[src/rtl/parking_pkg.sv]
// Shared definitions for the parking gate-sensor interface: direction codes,
// generator FSM state encodings and the {a,b} pattern driven in each state.
package parking_pkg;

   // Direction of a vehicle command; enter means sensor A leads, exit means B leads
   localparam logic DIR_ENTER = 1'b0;
   localparam logic DIR_EXIT  = 1'b1;

   // Sequence generator states; P1..P3 are the three non-zero sensor phases
   typedef enum logic [2:0] {
      IDLE = 3'd0,
      P1   = 3'd1,
      P2   = 3'd2,
      P3   = 3'd3,
      GAP  = 3'd4
   } state_t;

   // {a,b} for a given state and direction. Consecutive phases differ in
   // exactly one sensor, which is what the parking decoder relies on.
   function automatic logic [1:0] sensor_pattern(input state_t st, input logic dir);
      logic [1:0] ab;
      ab = 2'b00;
      case (st)
         P1:      ab = (dir == DIR_ENTER) ? 2'b10 : 2'b01;
         P2:      ab = 2'b11;
         P3:      ab = (dir == DIR_ENTER) ? 2'b01 : 2'b10;
         default: ab = 2'b00;
      endcase
      return ab;
   endfunction

endpackage

[src/rtl/parking_cmd_fifo.sv]
// Command queue for the sensor pattern generator. First-word fall-through:
// the head entry is visible on pop_data whenever empty is low, so the FSM can
// load a command in the same cycle it pops it.
module parking_cmd_fifo #(
   parameter int WIDTH = 9,
   parameter int DEPTH = 4
) (
   input  logic             clk,
   input  logic             reset,
   input  logic             push,
   input  logic [WIDTH-1:0] push_data,
   input  logic             pop,
   output logic [WIDTH-1:0] pop_data,
   output logic             full,
   output logic             empty
);

   localparam int AW = $clog2(DEPTH);
   localparam logic [AW:0] FULL_CNT = (AW + 1)'(DEPTH);

   // Pointer arithmetic relies on natural wrap-around, so the depth must be a power of two
   generate
      if ((DEPTH < 2) || ((DEPTH & (DEPTH - 1)) != 0)) begin : g_depth_check
         $error("parking_cmd_fifo: DEPTH must be a power of two and at least 2");
      end
   endgenerate

   logic [WIDTH-1:0] mem [DEPTH];
   logic [AW-1:0]    wr_ptr_reg;
   logic [AW-1:0]    rd_ptr_reg;
   logic [AW:0]      count_reg;
   logic             push_en;
   logic             pop_en;

   // A push while full is dropped even if a pop happens in the same cycle
   assign push_en  = push && !full;
   assign pop_en   = pop && !empty;
   assign full     = (count_reg == FULL_CNT);
   assign empty    = (count_reg == '0);
   assign pop_data = mem[rd_ptr_reg];

   // Pointer and occupancy tracking; simultaneous push and pop leaves the count unchanged
   always_ff @(posedge clk or negedge reset) begin
      if (!reset) begin
         wr_ptr_reg <= '0;
         rd_ptr_reg <= '0;
         count_reg  <= '0;
      end else begin
         if (push_en) begin
            wr_ptr_reg <= wr_ptr_reg + 1'b1;
         end
         if (pop_en) begin
            rd_ptr_reg <= rd_ptr_reg + 1'b1;
         end
         case ({push_en, pop_en})
            2'b10:   count_reg <= count_reg + 1'b1;
            2'b01:   count_reg <= count_reg - 1'b1;
            default: count_reg <= count_reg;
         endcase
      end
   end

   // Storage array; contents need no reset because occupancy gates every read
   always_ff @(posedge clk) begin
      if (push_en) begin
         mem[wr_ptr_reg] <= push_data;
      end
   end

endmodule

[src/rtl/parking_sensor_gen.sv]
// Gate-sensor pattern generator: takes queued enter/exit commands and plays
// the matching two-sensor sequence on a/b, followed by a short all-clear gap.
module parking_sensor_gen #(
   parameter int FIFO_DEPTH = 4,
   parameter int LEN_W      = 8,
   parameter int GAP_CYCLES = 2
) (
   input  logic             clk,
   input  logic             reset,
   input  logic             cmd_valid,
   input  logic             cmd_dir,
   input  logic [LEN_W-1:0] cmd_len,
   output logic             cmd_ready,
   output logic             a,
   output logic             b,
   output logic             busy,
   output logic             done,
   output logic             done_dir
);

   import parking_pkg::*;

   // Gap counter runs 1..GAP_CYCLES, so it needs room for GAP_CYCLES itself
   localparam int GW = (GAP_CYCLES < 2) ? 1 : $clog2(GAP_CYCLES + 1);
   localparam logic [GW-1:0]    GAP_LAST = GW'(GAP_CYCLES);
   localparam logic [LEN_W-1:0] LEN_ONE  = LEN_W'(1);

   // A zero-length gap would merge consecutive sequences into one pattern
   generate
      if (GAP_CYCLES < 1) begin : g_gap_check
         $error("parking_sensor_gen: GAP_CYCLES must be at least 1");
      end
   endgenerate

   // Queue interface
   logic               fifo_push;
   logic               fifo_pop;
   logic [LEN_W:0]     fifo_din;
   logic [LEN_W:0]     fifo_dout;
   logic               fifo_full;
   logic               fifo_empty;
   logic [LEN_W-1:0]   cmd_len_eff;

   // FSM and datapath state
   state_t             state_reg,   state_next;
   logic               dir_reg,     dir_next;
   logic [LEN_W-1:0]   len_reg,     len_next;
   logic [LEN_W-1:0]   cnt_reg,     cnt_next;
   logic [GW-1:0]      gap_cnt_reg, gap_cnt_next;

   // Registered outputs
   logic               a_reg,        a_next;
   logic               b_reg,        b_next;
   logic               done_reg,     done_next;
   logic               done_dir_reg, done_dir_next;

   logic               phase_end;
   logic               gap_end;
   logic               load_cmd;

   // Length is normalised at push time so the queue only ever holds L >= 1
   assign cmd_len_eff = (cmd_len == '0) ? LEN_ONE : cmd_len;
   assign fifo_din    = {cmd_dir, cmd_len_eff};
   assign fifo_push   = cmd_valid && cmd_ready;
   assign cmd_ready   = !fifo_full;

   parking_cmd_fifo #(
      .WIDTH (LEN_W + 1),
      .DEPTH (FIFO_DEPTH)
   ) u_cmd_fifo (
      .clk       (clk),
      .reset     (reset),
      .push      (fifo_push),
      .push_data (fifo_din),
      .pop       (fifo_pop),
      .pop_data  (fifo_dout),
      .full      (fifo_full),
      .empty     (fifo_empty)
   );

   // Phase counter counts 1..L and is compared for equality, so L = 2^LEN_W-1 never wraps
   assign phase_end = (cnt_reg == len_reg);
   assign gap_end   = (gap_cnt_reg == GAP_LAST);

   // State and datapath registers; reset abandons any partial sequence
   always_ff @(posedge clk or negedge reset) begin
      if (!reset) begin
         state_reg   <= IDLE;
         dir_reg     <= DIR_ENTER;
         len_reg     <= LEN_ONE;
         cnt_reg     <= LEN_ONE;
         gap_cnt_reg <= GW'(1);
      end else begin
         state_reg   <= state_next;
         dir_reg     <= dir_next;
         len_reg     <= len_next;
         cnt_reg     <= cnt_next;
         gap_cnt_reg <= gap_cnt_next;
      end
   end

   // Next-state logic; a command is loaded straight out of IDLE or the end of a gap
   always_comb begin
      state_next   = state_reg;
      dir_next     = dir_reg;
      len_next     = len_reg;
      cnt_next     = cnt_reg;
      gap_cnt_next = gap_cnt_reg;
      load_cmd     = 1'b0;
      fifo_pop     = 1'b0;

      case (state_reg)
         IDLE: begin
            if (!fifo_empty) begin
               load_cmd = 1'b1;
            end
         end
         P1: begin
            if (phase_end) begin
               state_next = P2;
               cnt_next   = LEN_ONE;
            end else begin
               cnt_next = cnt_reg + 1'b1;
            end
         end
         P2: begin
            if (phase_end) begin
               state_next = P3;
               cnt_next   = LEN_ONE;
            end else begin
               cnt_next = cnt_reg + 1'b1;
            end
         end
         P3: begin
            if (phase_end) begin
               state_next   = GAP;
               gap_cnt_next = GW'(1);
            end else begin
               cnt_next = cnt_reg + 1'b1;
            end
         end
         GAP: begin
            if (gap_end) begin
               if (!fifo_empty) begin
                  load_cmd = 1'b1;
               end else begin
                  state_next = IDLE;
               end
            end else begin
               gap_cnt_next = gap_cnt_reg + 1'b1;
            end
         end
         default: begin
            state_next = IDLE;
         end
      endcase

      // Back-to-back commands go directly to P1 with no idle cycle in between
      if (load_cmd) begin
         fifo_pop   = 1'b1;
         state_next = P1;
         dir_next   = fifo_dout[LEN_W];
         len_next   = fifo_dout[LEN_W-1:0];
         cnt_next   = LEN_ONE;
      end
   end

   // Output decode from the upcoming state so a/b/done are registered yet aligned with the state
   always_comb begin
      a_next        = 1'b0;
      b_next        = 1'b0;
      done_next     = 1'b0;
      done_dir_next = 1'b0;
      {a_next, b_next} = sensor_pattern(state_next, dir_next);
      if ((state_reg == P3) && (state_next == GAP)) begin
         done_next     = 1'b1;
         done_dir_next = dir_reg;
      end
   end

   // Output registers; reset forces the sensors to all-clear immediately
   always_ff @(posedge clk or negedge reset) begin
      if (!reset) begin
         a_reg        <= 1'b0;
         b_reg        <= 1'b0;
         done_reg     <= 1'b0;
         done_dir_reg <= 1'b0;
      end else begin
         a_reg        <= a_next;
         b_reg        <= b_next;
         done_reg     <= done_next;
         done_dir_reg <= done_dir_next;
      end
   end

   assign a        = a_reg;
   assign b        = b_reg;
   assign done     = done_reg;
   assign done_dir = done_dir_reg;
   assign busy     = (state_reg != IDLE) || !fifo_empty;

endmodule
[config.mk]
export PLATFORM = sky130hd
export DESIGN_NAME = parking_sensor_gen
export DESIGN_NICKNAME = d
export VERILOG_FILES = /design/src/rtl/parking_pkg.sv /design/src/rtl/parking_cmd_fifo.sv /design/src/rtl/parking_sensor_gen.sv
export SDC_FILE = /design/constraint.sdc
export NUM_CORES = 1
export LEC_CHECK = 0
export CAP_MARGIN = 20
export CORE_UTILIZATION = 50
export CTS_BUF_LIST = sky130_fd_sc_hd__clkbuf_8
export CTS_CLUSTER_DIAMETER = 120
export DETAILED_ROUTE_END_ITERATION = 8
export GPL_TIMING_DRIVEN = 0
export PLACE_DENSITY = 0.68
export SLEW_MARGIN = 0
export SYNTH_ARGS = -nofsm -noshare
export SYNTH_HDL_FRONTEND = slang
export SYNTH_HIERARCHICAL = 1
export SYNTH_SLANG_ARGS = --single-unit
[constraint.sdc]
create_clock -name clk -period 5.5 [get_ports clk]
set_input_delay 1.1 -clock clk [delete_from_list [all_inputs] [get_ports clk]]
set_output_delay 1.1 -clock clk [all_outputs]
set_load 0.005 [all_outputs]
==> results.yml <==
setup_path:
  crit_chain: "nor3_1 > nor3b_1 > nand2_1 > clkdlybuf4s50_1"
  start_kind: "flop"
  required_ps: 4400
  worst_r2r_path_depth: 12
  cp_max_fo: 5
  reg2reg_from: "u_cmd_fifo/count_reg[0]"
  r2r_slack_ps: 2590
  crit_path_start: "u_cmd_fifo/count_reg[0]"
  critical_path_depth: 4
  timing.rr.end: "u_cmd_fifo/count_reg[2]"
  critical-path-max-stage-delay_ps: 470
  crit_end: "busy"
  cp-end-kind: "primary output"
  cp_top_family: "simple AND/OR/NAND/NOR gates"
  crit_type: "flop to primary output"
  crit_slowest_cell: "nor3b_1"
  arrival_ps: 2200
  path_buf_inv: 1
layout:
  fillers: 520
  diodes: 0
  fin_util_pct: 60.0
  multiInputGateArea_um2: 1260
  nets: 306
  drive_gt1_share_pct: 18.9
  largest_reg_flops: 36
  syn2layout_area_growth_pct: 15.3
  seq_area_um2: 1910
route:
  drtPass1Iterations: 4
  drtIter0Drc: 142
  drtAntennaViolNets: 0
  via_per_inst: 5.46
  wl_per_cell_um: 15.4
  routed-via-count: 2011
  drcViolationCount: 0
  totalWireLength_mm: 5.66
synth:
  netlist_instances: 258
  synth-seq-area-share_pct: 57.9
  syn-cell-area_um2: 3300
  synthSimpleGateAreaFrac_pct: 13.2
  netlist_top_cells_area: "edfxtp_1 (33%), dfrtp_1 (23%), mux4_2 (6.1%)"
  synth_seq_cells: 69
  syn_area_per_cell_um2: 12.8
  synthXorXnorAreaFrac_pct: 4.24
  yosys-top-cells-count: "edfxtp_1 (36), nand2_1 (36), dfrtp_1 (30)"
  muxShareOfSynthArea_pct: 8.56
  syn-num-nets: 278
  synth_edf_count: 36
  yosys.area.top_type_share_pct: 32.7
  synth_cell_type_count: 55
  synth_top_family_by_area: "simple AND/OR/NAND/NOR gates"
  synth_compound_area_share_pct: 8.45
  synth_area_leader_cell: "edfxtp_1"
  synth_fa_ha_area_share_pct: 3.56
  ys.flop_type: "edfxtp_1"
  async_reset_ff_share_pct: 47.8
  yosysWarnings: 6
sta:
  tightest_slew_ps: 724
  setup_viol_count_final: 0
  post-route-min-period_ps: 3300
  slew_headroom_pct: 51.7
  min_period_over_period_pct: 60.0
  layout_setup_ws_ps: 2200
  rsz0062_at_grt: "false"
  drv_slew: 0
  final-hold-violation-count: 0
  max_freq_mhz: 303
  finalClockSkew_ps: 5.38
  tns_ps: 0
  whs_ps: 467
floorplan:
  core_um2: 6350
  die-width_um: 83.3
  die_area_um2: 6930
  die_y_um: 83.3
  initial_utilization_pct: 52.0
  io_pins: 18
  num_rows: 29
placed_design:
  hpwl_mm: 3.89
  port_buffers: 17
  dp_slack_ps: 2580
  gp_congestion: 0.841
cts:
  cts_tree: "done"
  clk_pin_slew_ps: 80
  insertion_delay_ps: 340
  cts_setup_buffers: 0
  numCtsBuffers: 9
  ctsHoldBuffers: 0
  cts-root-buf: "clkbuf_8"
  cts_sinks: 69
  cts_resized: 0
  clockBufferDepth: 2
  cts_max_level: 3
grt:
  grt_usage_pct: 18.0
  antenna_found_initial: 0
  grt_max_degree: 34
  grt_pass1_wl_mm: 9.52
  grt_pass1_vias: 1949
  overflow: 0
pwr:
  p_per_area_nw_per_um2: 530
  ir_worst_vdd_uv: 238
  p_leak_nw: 1.53
  power.total_mw: 2.02
hold_path:
  min_path_cells: 2
  worstHoldPathType: "flop to flop"
status:
  outcome: "finished clean"
run:
  cap_violations: 0
==> layout by cell type (no fill, tap or decap), types with 2 or more instances in the layout <==
cell	count
mux2_2	2
xnor2_1	4
o31ai_2	2
buf_4	2
o21ai_1	2
dfstp_2	3
a211o_1	2
nor2b_1	4
ha_1	7
o21ai_0	5
dfrtp_1	30
nand2_1	36
and2_1	5
a22oi_1	2
a211oi_1	2
mux4_2	9
clkbuf_8	9
o41ai_1	2
a21o_1	4
a21oi_1	4
buf_2	3
inv_6	2
nor4_2	2
nor3_1	6
xor2_1	12
edfxtp_1	36
and2_2	4
bufinv_16	3
o22ai_1	2
o211ai_1	2
nand3_1	6
inv_1	12
clkbuf_1	10
clkdlybuf4s50_1	16
nor4_1	3
mux2i_1	2
nor2_1	10
==> worst min-delay path: stages, from the launching register on <==
cell	delay [ps]
dfstp_2	380
nand2_1	50
nand2_1	40
==> power by group <==
| part | total (mW) | leakage, nW | switching, mW | internal, mW |
|---|---|---|---|---|
| sequential | 0.822 | 0.734 | 0.110 | 0.712 |
| combinational | 0.693 | 0.675 | 0.364 | 0.328 |
| clock | 0.504 | 0.120 | 0.200 | 0.303 |
| total | 2.02 | 1.53 | 0.674 | 1.34 |
==> final cells by class <==
class / instances / area share [%]
clock inverters: 7 / 3.15
well taps: 77 / 2.53
clock buffers: 9 / 3.25
inverters: 14 / 1.51
plain buffers: 16 / 2.04
flip-flops and latches: 69 / 50.2
repair buffers: 17 / 4.34
multi-input cells: 159 / 33.0
==> worst min path at each step <==
| stage | from | end |
|---|---|---|
| after floorplan | len_reg[0] | len_reg[0] |
| after global placement | len_reg[0] | len_reg[0] |
| after detailed placement | len_reg[0] | len_reg[0] |
| after CTS | len_reg[0] | len_reg[0] |
| after global routing | len_reg[0] | len_reg[0] |
| final | len_reg[0] | len_reg[0] |
==> kinds of logic after synthesis <==
kind of cell             count (synthesis)
AND/OR/NAND/NOR                         83
buffers and inverters                   30
flip-flops                              69
multiplexers                            15
AO/OA/AOI/OAI                           36
adder cells (fa/ha/maj)                  9
XOR/XNOR                                16
==> metrics by stage <==
stage	cell area, um2	std cells
floorplan	3300	258
global placement	3570	352
detailed placement	3560	352
CTS	3810	368
global route	3810	368
finish	3810	368
==> per-layer routing <==
layer,share of wire [%],GRT usage (%),up-vias
met5,0,0,-
met4,1.8,9.40,0
met3,3.7,3.68,9
met2,49,28.4,50
met1,46,23.7,971
li1,-,-,981
(Power assumes the default switching activity.)
